**src/rtl/uart_rxfifo_pkg.sv**
```systemverilog
// Shared UART receive-entry layout and RTS state encoding, used by the rx FIFO
// and by the bus-side status register decode.
package uart_rxfifo_pkg;

  localparam int UART_ENTRY_W  = 10;
  localparam int UART_PERR_BIT = 8;
  localparam int UART_FERR_BIT = 9;

  typedef enum logic {
    RTS_GO   = 1'b0,
    RTS_STOP = 1'b1
  } rts_state_t;

  function automatic logic [UART_ENTRY_W-1:0] uart_pack_entry(
    input logic       ferr,
    input logic       perr,
    input logic [7:0] data
  );
    return {ferr, perr, data};
  endfunction

endpackage

```
**src/rtl/sfifo_mem.sv**
```systemverilog
// Register array for the rx FIFO: synchronous write, asynchronous read so the
// head entry falls through without an extra cycle.
module sfifo_mem #(
  parameter int LGFLEN = 4,
  parameter int WIDTH  = 10
) (
  input  logic              i_clk,
  input  logic              i_we,
  input  logic [LGFLEN-1:0] i_waddr,
  input  logic [WIDTH-1:0]  i_wdata,
  input  logic [LGFLEN-1:0] i_raddr,
  output logic [WIDTH-1:0]  o_rdata
);

  logic [WIDTH-1:0] r_mem [2**LGFLEN];

  always_ff @(posedge i_clk) begin
    if (i_we) r_mem[i_waddr] <= i_wdata;
  end

  assign o_rdata = r_mem[i_raddr];

endmodule

```
**src/rtl/uart_rxfifo.sv**
```systemverilog
// UART receive FIFO: buffers bytes with parity/frame flags, presents the head
// first-word-fall-through, and drives RTS with fill-level hysteresis.
module uart_rxfifo
  import uart_rxfifo_pkg::*;
#(
  parameter int LGFLEN = 4,
  parameter int RTS_HI = 12,
  parameter int RTS_LO = 4
) (
  input  logic            i_clk,
  input  logic            i_rst_n,
  input  logic            i_rx_stb,
  input  logic [7:0]      i_rx_data,
  input  logic            i_rx_perr,
  input  logic            i_rx_ferr,
  input  logic            i_rx_break,
  input  logic            i_rd,
  input  logic            i_clr,
  output logic            o_empty_n,
  output logic [7:0]      o_data,
  output logic            o_perr,
  output logic            o_ferr,
  output logic [LGFLEN:0] o_fill,
  output logic            o_ovfl,
  output logic            o_break,
  output logic            o_half_int,
  output logic            o_uart_rts_n
);

  localparam int PW = LGFLEN + 1;
  localparam logic [LGFLEN:0] HALF_LVL = PW'(2**(LGFLEN-1));
  localparam logic [LGFLEN:0] HI_LVL   = PW'(RTS_HI);
  localparam logic [LGFLEN:0] LO_LVL   = PW'(RTS_LO);

  logic [LGFLEN:0]         r_wr, r_rd;
  logic [LGFLEN:0]         w_wr_next, w_rd_next, w_fill_next;
  logic                    w_empty, w_full, w_pop, w_push;
  logic                    w_ovfl_set, w_break_set;
  logic                    r_ovfl, r_break, r_break_d, r_half;
  logic [UART_ENTRY_W-1:0] w_wdata, w_rdata;
  rts_state_t              r_rts_state, w_rts_next;

  assign w_empty = (r_wr == r_rd);
  assign w_full  = (r_wr[LGFLEN-1:0] == r_rd[LGFLEN-1:0]) && (r_wr[LGFLEN] != r_rd[LGFLEN]);
  assign w_pop   = i_rd && !w_empty;
  // A full FIFO still accepts a byte when the same cycle frees a slot.
  assign w_push      = i_rx_stb && !i_rx_break && (!w_full || w_pop);
  assign w_ovfl_set  = i_rx_stb && !i_rx_break && w_full && !w_pop;
  assign w_break_set = i_rx_break && !r_break_d;

  assign w_wr_next   = w_push ? r_wr + 1'b1 : r_wr;
  assign w_rd_next   = w_pop  ? r_rd + 1'b1 : r_rd;
  assign w_fill_next = w_wr_next - w_rd_next;
  assign w_wdata     = uart_pack_entry(i_rx_ferr, i_rx_perr, i_rx_data);

  sfifo_mem #(
    .LGFLEN (LGFLEN),
    .WIDTH  (UART_ENTRY_W)
  ) u_mem (
    .i_clk   (i_clk),
    .i_we    (w_push),
    .i_waddr (r_wr[LGFLEN-1:0]),
    .i_wdata (w_wdata),
    .i_raddr (r_rd[LGFLEN-1:0]),
    .o_rdata (w_rdata)
  );

  always_ff @(posedge i_clk or negedge i_rst_n) begin
    if (!i_rst_n) begin
      r_wr        <= '0;
      r_rd        <= '0;
      r_ovfl      <= 1'b0;
      r_break     <= 1'b0;
      r_break_d   <= 1'b0;
      r_half      <= 1'b0;
      r_rts_state <= RTS_GO;
    end else begin
      r_wr        <= w_wr_next;
      r_rd        <= w_rd_next;
      r_break_d   <= i_rx_break;
      r_half      <= (w_fill_next >= HALF_LVL);
      r_rts_state <= w_rts_next;
      // Set has priority over clear so a same-cycle event is never lost.
      if (w_ovfl_set)  r_ovfl <= 1'b1;
      else if (i_clr)  r_ovfl <= 1'b0;
      if (w_break_set) r_break <= 1'b1;
      else if (i_clr)  r_break <= 1'b0;
    end
  end

  always_comb begin
    w_rts_next = r_rts_state;
    case (r_rts_state)
      RTS_GO:   if (w_fill_next >= HI_LVL) w_rts_next = RTS_STOP;
      RTS_STOP: if (w_fill_next <= LO_LVL) w_rts_next = RTS_GO;
      default:  w_rts_next = RTS_GO;
    endcase
  end

  // Storage is not reset, so the head is masked to zero while empty.
  assign o_empty_n    = !w_empty;
  assign o_data       = w_empty ? 8'h00 : w_rdata[7:0];
  assign o_perr       = !w_empty && w_rdata[UART_PERR_BIT];
  assign o_ferr       = !w_empty && w_rdata[UART_FERR_BIT];
  assign o_fill       = r_wr - r_rd;
  assign o_ovfl       = r_ovfl;
  assign o_break      = r_break;
  assign o_half_int   = r_half;
  assign o_uart_rts_n = (r_rts_state == RTS_STOP);

endmodule

```
**config.mk**
```make
export PLATFORM = sky130hd
export DESIGN_NAME = uart_rxfifo
export DESIGN_NICKNAME = d
export VERILOG_FILES = /design/src/rtl/uart_rxfifo_pkg.sv /design/src/rtl/sfifo_mem.sv /design/src/rtl/uart_rxfifo.sv
export SDC_FILE = /design/constraint.sdc
export NUM_CORES = 1
export LEC_CHECK = 0
export CAP_MARGIN = 20
export CORE_ASPECT_RATIO = 0.9
export CORE_MARGIN = 2
export CORE_UTILIZATION = 35
export DETAILED_ROUTE_END_ITERATION = 7
export PLACE_DENSITY = 0.58
export SYNTH_ARGS = -nofsm -noshare
export SYNTH_HDL_FRONTEND = slang
export SYNTH_HIERARCHICAL = 1
export SYNTH_SLANG_ARGS = --single-unit
```
**constraint.sdc**
```tcl
create_clock -name i_clk -period 4 [get_ports i_clk]
set_input_delay 1.2 -clock i_clk [delete_from_list [all_inputs] [get_ports i_clk]]
set_output_delay 1.2 -clock i_clk [all_outputs]
set_load 0.01 [all_outputs]
```
# After elaboration in Yosys (flattened, before gate mapping)
# Memory sizes are Yosys's and may differ from the RTL's.
# Index checks and enable logic that the tools add are counted.
[op_classes]
n_addsub = 4
n_reduce_logical = 17
mux = 11
n_bitwise = 1
order_cmp = 3
n_eq_ne = 3
[ops]
columns = ["cell", "n"]
rows = [
  ["$add A5 B1 Y5 const B", 2],
  ["$ge A5 B4 Y1 const B", 2],
  ["$mux W5", 2],
  ["$sub A5 B5 Y5", 2],
  ["$logic_and A1 B1 Y1", 9],
  ["$mux W8", 1],
  ["$mux W1", 7],
  ["$eq A5 B5 Y1", 1],
  ["$le A5 B3 Y1 const B", 1],
  ["$logic_not A1 Y1", 5],
  ["$eq A4 B4 Y1", 1],
  ["$reduce_bool A2 Y1", 2],
  ["$pmux W1 S2", 1],
  ["$logic_or A1 B1 Y1", 1],
  ["$ne A1 B1 Y1", 1],
  ["$not A1 Y1", 1],
]
[word_totals]
reg_bits = 15
ram_bits = 160
output_inout_bits = 20
mem_count = 1
inputBits = 16
wordCells = 47
[mem_list]
columns = ["memory", "words", "width", "read_ports", "rd_clocked_by_memory_dff", "wr", "line", "rtl"]
rows = [
  ["u_mem.r_mem", 16, 10, 1, 0, 1, "sfifo_mem.sv:15", "logic [WIDTH-1:0] r_mem [2**LGFLEN];"],
]

# Longest topological paths before layout
# Gate-level depths: netlist of the first run.
[logic_depth]
word_depth = 10
ltp_mapped = 16
ltp_nobuf = 16

# Modules after synthesis
# The synthesis of the first run kept the hierarchy.
[by_module_without_submodules]
columns = ["module", "seq_area_each_um2", "area_per_inst_um2", "n_inst", "cells_per_inst"]
rows = [
  ["sfifo_mem", 4804.6, 6153.4, 1, 269],
  ["uart_rxfifo", 375.4, 1067.3, 1, 111],
]

# Worst setup path after synthesis of the first run
# OpenSTA, ideal clock, no wires.
[synth_timing]
kind = "in2reg"
from = "input i_rd"
to = "register r_rts_state, in the netlist o_uart_rts_n"
setup_slack_ns = 0.563
path_stages = 12
setup_ns = 0.136
path_buffers = 1
t_arrival_ns = 3.301
cell_sequence = "or3_1 and2_1 buf_2 xnor2_1 ha_1 fa_1 inv_1 a21o_1 a21oi_1 xnor2_1 xor2_1 o211ai_1"
[synth_between]
elab_chain_cells = 8
elab_cells_between_ends = 11
[synth_rtl]
columns = ["element", "line", "rtl"]
rows = [
  ["start, declared", "uart_rxfifo.sv:17", "input logic i_rd,"],
  ["$logic_and A1 B1 Y1 (*)", "uart_rxfifo.sv:45", "assign w_pop = i_rd && !w_empty;"],
  ["$logic_or A1 B1 Y1 (*)", "uart_rxfifo.sv:47", "assign w_push = i_rx_stb && !i_rx_break && (!w_full || w_pop);"],
  ["$logic_and A1 B1 Y1 (*)", "uart_rxfifo.sv:47", ""],
  ["via w_push", "uart_rxfifo.sv:37", "logic w_empty, w_full, w_pop, w_push;"],
  ["$mux W5 (*)", "uart_rxfifo.sv:51", "assign w_wr_next = w_push ? r_wr + 1'b1 : r_wr;"],
  ["$sub A5 B5 Y5 (*)", "uart_rxfifo.sv:53", "assign w_fill_next = w_wr_next - w_rd_next;"],
  ["$le A5 B3 Y1 or $ge A5 B4 Y1 (tied branches)", "uart_rxfifo.sv:95, uart_rxfifo.sv:94", ""],
  ["$mux W1, on equally long branches", "uart_rxfifo.sv:95, uart_rxfifo.sv:94", ""],
  ["$pmux W1 S2 (*)", "uart_rxfifo.sv:93", "case (r_rts_state)"],
  ["via w_rts_next", "uart_rxfifo.sv:41", "rts_state_t r_rts_state, w_rts_next;"],
  ["end signal, assigned", "uart_rxfifo.sv:82", "r_rts_state <= w_rts_next;"],
  ["end, declared", "uart_rxfifo.sv:41", ""],
]
# Mark *: on every way through the listed nets, which the timed path passes. The rest lies on a longest branch.
# A chain may end at the register's enable or synchronous reset.

# Final worst setup path of the first run
[layout_timing]
from = "register r_rd[0]"
to = "output o_data[4]"
[layout_between]
elab_chain_cells = 2
elab_cells_between_ends = 3
[layout_rtl]
columns = ["element", "line", "rtl"]
rows = [
  ["start, declared", "uart_rxfifo.sv:35", "logic [LGFLEN:0] r_wr, r_rd;"],
  ["start signal, assigned", "uart_rxfifo.sv:79", "r_rd <= w_rd_next;"],
  ["$mem_v2 Z16 W10", "-", ""],
  ["via w_rdata[4]", "uart_rxfifo.sv:40", "logic [UART_ENTRY_W-1:0] w_wdata, w_rdata;"],
  ["$mux W8", "uart_rxfifo.sv:102", "assign o_data = w_empty ? 8'h00 : w_rdata[7:0];"],
  ["end, declared", "uart_rxfifo.sv:20", "output logic [7:0] o_data,"],
]
# The timed path passes the listed nets, and every way through them passes these cells.

==> results of run 1 <==
==> area by class of cell <==
class / count / area share (%)
sequential: 175 / 59.5
multi-input combinational: 171 / 21.6
timing repair buffer: 67 / 7.54
clock buffer: 17 / 4.88
tap: 255 / 3.66
clock inverter: 15 / 1.92
inverter: 20 / 0.862
==> flip-flops by register name, indices dropped and copies added (netlist names) <==
| signal | cells |
|---|---|
| o_break | 1 |
| o_half_int | 1 |
| r_break_d | 1 |
| r_wr | 5 |
| o_uart_rts_n | 1 |
| o_ovfl | 1 |
| r_rd | 5 |
| u_mem/r_mem | 160 |
==> logic make-up after synthesis <==
kind of cell,after synthesis,synth area share [%]
and+or+nand+nor,67,4.63
muxes,40,13.1
AOI/OAI and AO/OA,34,3.66
DFF,175,71.7
buffers and inverters,34,2.30
adders and majority gates,12,2.29
xor gates and xnor gates,18,2.29
==> through the flow <==
stage | std cells | util [%] | worst slack [ns] | hold slack [ns]
global route | 720 | 43.3 | 0.00342 | 0.450
CTS | 718 | 43.1 | 0.0204 | 0.435
global placement | 683 | 39.9 | 0.153 | 0.418
floorplan | 380 | - | 0.563 | 0.409
detailed placement | 686 | 40.1 | 0.121 | 0.426
finish | 720 | 43.3 | 0.0923 | 0.432
==> final timing paths <==
check | endpoint | start | slack [ns] | cells after the start
worst min register to register | o_break | r_break_d | 0.43 | 1
worst max register to register | o_uart_rts_n | r_rd[1] | 0.58 | 15
worst max-delay path | o_data[4] | r_rd[0] | 0.09 | 6
min in group asynchronous | o_uart_rts_n | i_rst_n | 1.20 | 1
max in group asynchronous | r_rd[1] | i_rst_n | 2.25 | 1
worst min-delay path | o_break | r_break_d | 0.43 | 1
==> where the power goes <==
part / switching, mW / total [mW] / internal, mW
Combinational: 1.26 / 2.58 / 1.32
Clock: 0.682 / 1.66 / 0.978
Sequential: 0.148 / 2.30 / 2.15
Total: 2.09 / 6.54 / 4.45
==> cell usage in the layout, fill, tap and decap left out, types with 5 or more instances in the layout <==
cell type | netlist | layout
xnor2_1 | 13 | 13
inv_1 | 20 | 20
mux4_2 | 28 | 28
dfrtp_1 | 15 | 12
clkbuf_16 | 0 | 18
a21oi_1 | 5 | 5
nand2_1 | 18 | 17
and2_1 | 12 | 12
ha_1 | 10 | 10
edfxtp_1 | 160 | 160
clkdlybuf4s50_1 | 0 | 35
mux4_1 | 12 | 12
buf_4 | 2 | 25
a22oi_1 | 20 | 19
nor2_1 | 16 | 16
==> routing by layer <==
layer / routed length, um / vias up / global-route usage [%]
li1: - / 1657 / -
met1: 6740 / 1947 / 19.8
met2: 7610 / 112 / 24.1
met3: 941 / 20 / 4.30
met4: 209 / 0 / 4.64
met5: 0 / - / 0
==> what timing repair did <==
action                                  in CTS  in global routing
endpoints found under the setup margin      11                  7
cloned                                       0                  1
buffers inserted                             0                  1
gates resized for setup                      3                  4
==> flow_metrics.env, run 1 <==
export IMPL_status="completed"
export IMPL_ys_ff_latch=175
export IMPL_worst_setup_path_start_kind="flip-flop"
export IMPL_dp_hpwl_um=10000
export IMPL_port_buffers=35
export IMPL_grt_max_degree=24
export IMPL_start_util_pct=35.9
export IMPL_max_stage_delay_ns=0.59
export IMPL_synth_edff_count=160
export IMPL_crit_type="reg2out"
export IMPL_avgSynthCellArea_sq_um=19.0
export IMPL_register_area_sq_um=5190
export IMPL_finalCritPeriodShare_pct=97.7
export IMPL_final_layout_size_suffix_gt1_share_pct=20.6
export IMPL_cts_buffers=17
export IMPL_yosysMostFrequentCell="edfxtp_1"
export IMPL_rsz0062_at_grt="false"
export IMPL_insertion_delay_ns=0.43
export IMPL_post_dp_cell_area_sq_um=8060
export IMPL_grt_first_pass_wirelength_um=23500
export IMPL_io_pins=36
export IMPL_multi_input_area_sq_um=1880
export IMPL_critical_path_top_delay_family="buffers and inverters"
export IMPL_cts_clk_slew_worst_paths_ns=0.06
export IMPL_antenna_found_initial=0
export IMPL_vias=3736
export IMPL_yosysSeqAreaShare_pct=71.7
export IMPL_syn_area_sq_um=7220
export IMPL_slew_headroom_pct=51.1
export IMPL_core_area_sq_um=20100
export IMPL_yosys_top_cells_area="edfxtp_1 67%, mux4_2 8.7%, dfrtp_1 5.2%"
export IMPL_grt_usage_pct=15.0
export IMPL_irDropWorstVdd_uv=275
export IMPL_synth_top_cell_by_area="edfxtp_1"
export IMPL_worstPathMaxFanout=12
export IMPL_clock_fmax_mhz=256
export IMPL_drc=0
export IMPL_cts_hold_repair_buffers=0
export IMPL_path_buf_inv=2
export IMPL_crit_required_ns=2.80
export IMPL_cts_sinks=175
export IMPL_gp_congestion=0.757
export IMPL_wl_per_cell_um=21.5
export IMPL_hold_viol_final=0
export IMPL_die_w_um=155
export IMPL_hp_class="reg2reg"
export IMPL_tns_ns=0
export IMPL_leakage_nw=2.98
export IMPL_nets=480
export IMPL_drtAntennaViolNets=0
export IMPL_clock_skew_ns=0.00848
export IMPL_die_area_sq_um=21800
export IMPL_rows=49
export IMPL_ys_warn_count=6
export IMPL_arrival_ns=2.71
export IMPL_syn_nets=408
export IMPL_cts_root_buffer="clkbuf_16"
export IMPL_cts_htree_levels=4
export IMPL_die_height_um=140
export IMPL_synth_cells=380
export IMPL_syn2layout_area_growth_pct=20.7
export IMPL_first_global_vias=3852
export IMPL_min_period_ns=3.91
export IMPL_maxSlewViolCount=0
export IMPL_via_per_inst=5.19
export IMPL_n_antenna_cell=0
export IMPL_first_iter_violations=289
export IMPL_finalSetupViolations=0
export IMPL_report_power_total_mw=6.54
export IMPL_cap_violations=0
export IMPL_power_density_nw_per_um2=751
export IMPL_path_cells="buf_12 -> mux4_1 -> a22oi_1 -> nand2_1 -> and2_1 -> clkdlybuf4s50_1"
export IMPL_async_flop_share_pct=8.57
export IMPL_grt_ovfl_total=0
export IMPL_cts_tree="yes"
export IMPL_wl_um=15500
export IMPL_tightest_slew_ns=0.732
export IMPL_yosys_top_cells_count="160 x edfxtp_1, 28 x mux4_2, 20 x a22oi_1, 20 x inv_1, 18 x nand2_1"
export IMPL_synthFlopType="edfxtp_1"
export IMPL_synth_cell_types=38
export IMPL_fillers=1736
export IMPL_critPathSlowestCell="mux4_1"
export IMPL_worstSetupEndpointType="output port"
export IMPL_design_area_sq_um=8710
export IMPL_clockBufferDepth=2
export IMPL_firstDrtPassIters=5
export IMPL_yosysTopAreaCellShare_pct=66.5
No activity file was read; power rests on OpenSTA's default activity.
==> run 2, diff against run 1 <==
--- a/config.mk
+++ b/config.mk
@@ -10,6 +10,7 @@
 export CORE_MARGIN = 2
 export CORE_UTILIZATION = 35
 export DETAILED_ROUTE_END_ITERATION = 7
+export MAX_ROUTING_LAYER = met4
 export PLACE_DENSITY = 0.58
 export SYNTH_ARGS = -nofsm -noshare
 export SYNTH_HDL_FRONTEND = slang
==> constraint.sdc (replaced) <==
create_clock -name i_clk -period 4.4 [get_ports i_clk]
set_input_delay 1.32 -clock i_clk [delete_from_list [all_inputs] [get_ports i_clk]]
set_output_delay 1.32 -clock i_clk [all_outputs]
set_load 0.01 [all_outputs]
==> run 2 against run 1 <==
Effect of this change:
- non-clock buffer count shrank 7
- via count shrank 2.4%
- die area is the same
- combinational power shrank 11%
- wire length shrank 3.1%
- first-iteration DRC count grew 5.2%
- design area shrank 0.90%
- critical path type unchanged
- largest cell class unchanged
- largest power group unchanged
- highest routed layer unchanged
==> flow_metrics.env, run 2 (same netlist as run 1, synthesis figures left out) <==
export IMPL_cts_root_buffer="clkbuf_16"
export IMPL_slew_headroom_pct=50.7
export IMPL_core_area_sq_um=20100
export IMPL_cts_tree="yes"
export IMPL_hold_slack_ns=0.432
export IMPL_final_common_cell="edfxtp_1"
export IMPL_vias=3648
export IMPL_cts_hold_repair_buffers=0
export IMPL_reg_top3="u_mem/r_mem x160, r_rd x5, r_wr x5"
export IMPL_status="completed"
export IMPL_crit_required_ns=3.08
export IMPL_fillers=1744
export IMPL_finalCritPeriodShare_pct=95.6
export IMPL_grt_first_pass_wirelength_um=23100
export IMPL_design_area_sq_um=8630
export IMPL_nets=473
export IMPL_first_iter_violations=304
export IMPL_maxSlewViolCount=0
export IMPL_cts_clk_slew_worst_paths_ns=0.06
export IMPL_start_util_pct=35.9
export IMPL_hold_end="o_break"
export IMPL_multi_input_area_sq_um=1880
export IMPL_worst_setup_path_start_kind="flip-flop"
export IMPL_wl_um=15000
export IMPL_grt_max_degree=44
export IMPL_tightest_slew_ns=0.737
export IMPL_insertion_delay_ns=0.43
export IMPL_clock_skew_ns=0.0110
export IMPL_worstReg2RegStart="r_wr[0]"
export IMPL_n_antenna_cell=0
export IMPL_arrival_ns=2.88
export IMPL_worstSetupEndpointType="output port"
export IMPL_via_per_inst=5.12
export IMPL_dp_hpwl_um=9630
export IMPL_rows=49
export IMPL_post_dp_cell_area_sq_um=8010
export IMPL_tns_ns=0
export IMPL_gp_congestion=0.806
export IMPL_firstDrtPassIters=4
export IMPL_wl_per_cell_um=21.1
export IMPL_hp_class="reg2reg"
export IMPL_largest_register_ffs=160
export IMPL_antenna_found_initial=0
export IMPL_die_area_sq_um=21800
export IMPL_irDropWorstVdd_uv=277
export IMPL_cts_sinks=175
export IMPL_r2r_slack_ns=0.89
export IMPL_mostFrequentLayoutCells="160 x edfxtp_1, 35 x clkdlybuf4s50_1, 28 x mux4_2, 23 x buf_4, 20 x inv_1"
export IMPL_finalSetupViolations=0
export IMPL_rsz0062_at_grt="false"
export IMPL_drc=0
export IMPL_cts_buffers=17
export IMPL_drtAntennaViolNets=0
export IMPL_first_global_vias=3773
export IMPL_cap_violations=0
export IMPL_port_buffers=35
export IMPL_final_layout_size_suffix_gt1_share_pct=19.5
export IMPL_reg2reg_to="o_uart_rts_n"
export IMPL_leakage_nw=2.95
export IMPL_register_area_sq_um=5180
export IMPL_r2r_cells=16
export IMPL_hold_depth=1
export IMPL_min_period_ns=4.20
export IMPL_hold_viol_final=0
export IMPL_clockBufferDepth=2
export IMPL_top_register="u_mem/r_mem"
export IMPL_clock_fmax_mhz=238
export IMPL_min_from="r_break_d"
export IMPL_crit_type="reg2out"
export IMPL_syn2layout_area_growth_pct=19.6
export IMPL_worstPathMaxFanout=23
export IMPL_die_height_um=140
export IMPL_grt_usage_pct=15.2
export IMPL_die_w_um=155
export IMPL_cts_htree_levels=4
export IMPL_power_density_nw_per_um2=686
export IMPL_grt_ovfl_total=0
export IMPL_io_pins=36
-- run 2: cell count changes in the layout (fill, tap and decap cells not counted), moves of 2 or more --
cell,previous run,this run
buf_6,3,0
buf_4,25,23
clkinv_2,1,3
clkinv_1,4,1
-- run 2: how the worst max path moves through the flow --
stage	startpoint	to
after floorplan	i_rd	o_uart_rts_n
after global placement	i_rd	o_uart_rts_n
after detailed placement	i_rd	o_uart_rts_n
after CTS	r_rd[0]	o_data[1]
after global routing	r_rd[0]	o_data[3]
final	r_rd[0]	o_data[3]
-- run 2: report_power, final --
part / leakage, nW / total, mW / internal (mW) / switching, mW
combinational: 1.03 / 2.29 / 1.16 / 1.13
sequential: 1.62 / 2.07 / 1.95 / 0.118
clock: 0.297 / 1.56 / 0.947 / 0.618
total: 2.95 / 5.92 / 4.06 / 1.87
-- run 2: stage by stage --
step                setup WS (ns)  utilization [%]  power [mW]  std cells
floorplan                   0.843                -        3.55        380
global placement            0.322             39.9        4.39        681
detailed placement          0.263             39.9        4.41        681
CTS                         0.117             42.9        5.98        712
global route               0.0553             42.9        6.25        712
finish                      0.196             42.9        5.92        712
-- run 2: what timing repair did --
item | CTS | global route
endpoints found under the setup margin | 0 | 1
buffers inserted | 0 | 0
resized for setup | 0 | 1
endpoints found under the hold margin | 0 | 0
-- run 2: layer usage --
layer / GRT usage, % / up-vias / wire (um)
li1: - / 1647 / -
met1: 21.0 / 1903 / 7090
met2: 22.3 / 89 / 7080
met3: 3.68 / 9 / 717
met4: 4.73 / 0 / 141
met5: - / - / 0
-- run 2: worst max-delay path, cell delays in order, from the launching register on --
cell	delay (ns)
dfrtp_2	0.50
buf_12	0.26
mux4_1	0.60
a22oi_1	0.29
nand2_1	0.15
and2_1	0.17
clkdlybuf4s50_1	0.48
-- run 2: area by class of cell --
type / count / area share, %
sequential: 175 / 60.0
multi-input combinational: 171 / 21.8
timing repair buffer: 60 / 6.52
clock buffer: 17 / 4.93
tap: 255 / 3.70
clock inverter: 14 / 2.19
inverter: 20 / 0.870
==> run 3, diff against run 2 <==
--- a/config.mk
+++ b/config.mk
@@ -12,6 +12,7 @@
 export DETAILED_ROUTE_END_ITERATION = 7
 export MAX_ROUTING_LAYER = met4
 export PLACE_DENSITY = 0.58
+export SLEW_MARGIN = 40
 export SYNTH_ARGS = -nofsm -noshare
 export SYNTH_HDL_FRONTEND = slang
 export SYNTH_HIERARCHICAL = 1
==> run 3 against run 2 <==
Effect of this change:
- design area is essentially flat
- maximum frequency hardly changed
- register-to-register slack hardly changed
- sequential share of layout area about the same
- clock power about the same
- via count grew 0.52%
- clock-buffer cell count did not move
- sequential power is essentially flat
- highest routed layer unchanged
- utilization hardly changed
- critical path depth unchanged
- total power about the same
- wire length barely moved
==> flow_metrics.env, run 3 (same netlist as run 1, synthesis figures left out) <==
export IMPL_clock_fmax_mhz=238
export IMPL_grt_max_degree=44
export IMPL_hp_class="reg2reg"
export IMPL_top_register="u_mem/r_mem"
export IMPL_power_density_nw_per_um2=686
export IMPL_largest_register_ffs=160
export IMPL_start_util_pct=35.9
export IMPL_cts_buffers=17
export IMPL_wl_um=15000
export IMPL_intPower_mw=4.06
export IMPL_die_area_sq_um=21800
export IMPL_via_per_inst=5.15
export IMPL_final_common_cell="edfxtp_1"
export IMPL_dp_slack_ns=0.263
export IMPL_hold_viol_final=0
export IMPL_cts_htree_levels=4
export IMPL_tightest_slew_ns=0.704
export IMPL_seqPwrFrac_pct=35.0
export IMPL_status="completed"
export IMPL_maxSlewViolCount=0
export IMPL_worstSetupEndpointType="output port"
export IMPL_pwr_share_clk_pct=26.4
export IMPL_grt_first_pass_wirelength_um=23100
export IMPL_rows=49
export IMPL_nets=473
export IMPL_io_pins=36
export IMPL_cts_sinks=175
export IMPL_wl_per_cell_um=21.1
export IMPL_crit_required_ns=3.08
export IMPL_crit_type="reg2out"
export IMPL_tns_ns=0
export IMPL_leakage_nw=2.95
export IMPL_setup_slack_ns=0.194
export IMPL_min_period_ns=4.21
export IMPL_cts_clk_slew_worst_paths_ns=0.06
export IMPL_clockBufferDepth=2
export IMPL_cts_root_buffer="clkbuf_16"
export IMPL_insertion_delay_ns=0.43
export IMPL_rsz0062_at_grt="false"
export IMPL_firstDrtPassIters=4
export IMPL_grt_ovfl_total=0
export IMPL_p_sw_share_pct=31.5
export IMPL_arrival_ns=2.89
export IMPL_cts_hold_repair_buffers=0
export IMPL_n_antenna_cell=0
export IMPL_die_height_um=140
export IMPL_mostFrequentLayoutCells="160 x edfxtp_1, 34 x clkdlybuf4s50_1, 28 x mux4_2, 23 x buf_4, 20 x inv_1"
export IMPL_worstPathMaxFanout=23
export IMPL_grt_usage_pct=15.2
export IMPL_vias=3667
export IMPL_port_buffers=35
export IMPL_antenna_found_initial=0
export IMPL_drtAntennaViolNets=0
export IMPL_finalSetupViolations=0
export IMPL_pwr_share_comb_pct=38.6
export IMPL_syn2layout_area_growth_pct=19.5
export IMPL_cts_tree="yes"
export IMPL_first_global_vias=3773
export IMPL_postCtsSetupRepairBufs=0
export IMPL_die_w_um=155
export IMPL_core_area_sq_um=20100
export IMPL_worst_setup_path_start_kind="flip-flop"
export IMPL_dp_hpwl_um=9630
export IMPL_finalCritPeriodShare_pct=95.6
export IMPL_power_switching_mw=1.86
export IMPL_slew_headroom_pct=52.9
export IMPL_first_iter_violations=305
export IMPL_cap_violations=0
export IMPL_drc=0
export IMPL_clock_skew_ns=0.0111
export IMPL_gp_congestion=0.806
export IMPL_irDropWorstVdd_uv=278
export IMPL_report_power_total_mw=5.92
export IMPL_final_layout_size_suffix_gt1_share_pct=19.7
export IMPL_reg_top3="u_mem/r_mem x160, r_rd x5, r_wr x5"
==> run 3: timing repair <==
action	in CTS	in global routing
endpoints found under the hold margin	0	0
setup endpoints to repair	0	1
gates resized for setup	0	1
==> run 3: layer usage <==
| layer | global-route usage, % | up-vias | routed length (um) |
|---|---|---|---|
| li1 | - | 1647 | - |
| met5 | - | - | 0 |
| met2 | 22.3 | 97 | 7050 |
| met3 | 3.68 | 9 | 722 |
| met4 | 4.73 | 0 | 141 |
| met1 | 21.0 | 1914 | 7100 |
==> run 3: area by class of cell <==
type / count / area, sq um
clock inverters: 14 / 189
inverters: 20 / 75.1
repair buffers: 60 / 558
flip-flops and latches: 175 / 5180
well taps: 255 / 319
fillers: 1744 / 11500
clock buffers: 17 / 425
multi-input cells: 171 / 1880
==> run 3: critical path: stages, from the launching register on <==
cell	delay [ns]
dfrtp_2	0.51
buf_12	0.26
mux4_1	0.60
a22oi_1	0.29
nand2_1	0.15
and2_1	0.17
clkdlybuf4s50_1	0.48
==> run 3: final timing paths <==
path                            slack, ns      endpoint  cells after the start  startpoint
max in group asynchronous            3.30       r_rd[0]                      1     i_rst_n
worst max register to register       0.88  o_uart_rts_n                     16     r_wr[0]
worst min-delay path                 0.43       o_break                      1   r_break_d
worst max-delay path                 0.19     o_data[3]                      6     r_rd[0]
worst min register to register       0.43       o_break                      1   r_break_d
min in group asynchronous            0.80  o_uart_rts_n                      1     i_rst_n
==> run 3: power groups by stage <==
stage,combinational (mW),sequential [mW],clock (mW)
2_1_floorplan,1.48,2.07,0
3_3_place_gp,2.29,2.10,0
3_5_place_dp,2.30,2.11,0
4_1_cts,2.31,2.07,1.60
5_1_grt,2.50,2.09,1.67
6_report,2.29,2.07,1.56
==> run 3: per-stage QoR <==
stage / utilization, % / area, sq um / cells / hold WS [ns]
final: 42.9 / 8630 / 712 / 0.432
after global routing: 42.9 / 8630 / 712 / 0.467
after CTS: 42.9 / 8630 / 712 / 0.438
after detailed placement: 39.9 / 8010 / 681 / 0.429
after global placement: 39.9 / 8010 / 681 / 0.417
after floorplan: - / 7220 / 380 / 0.409
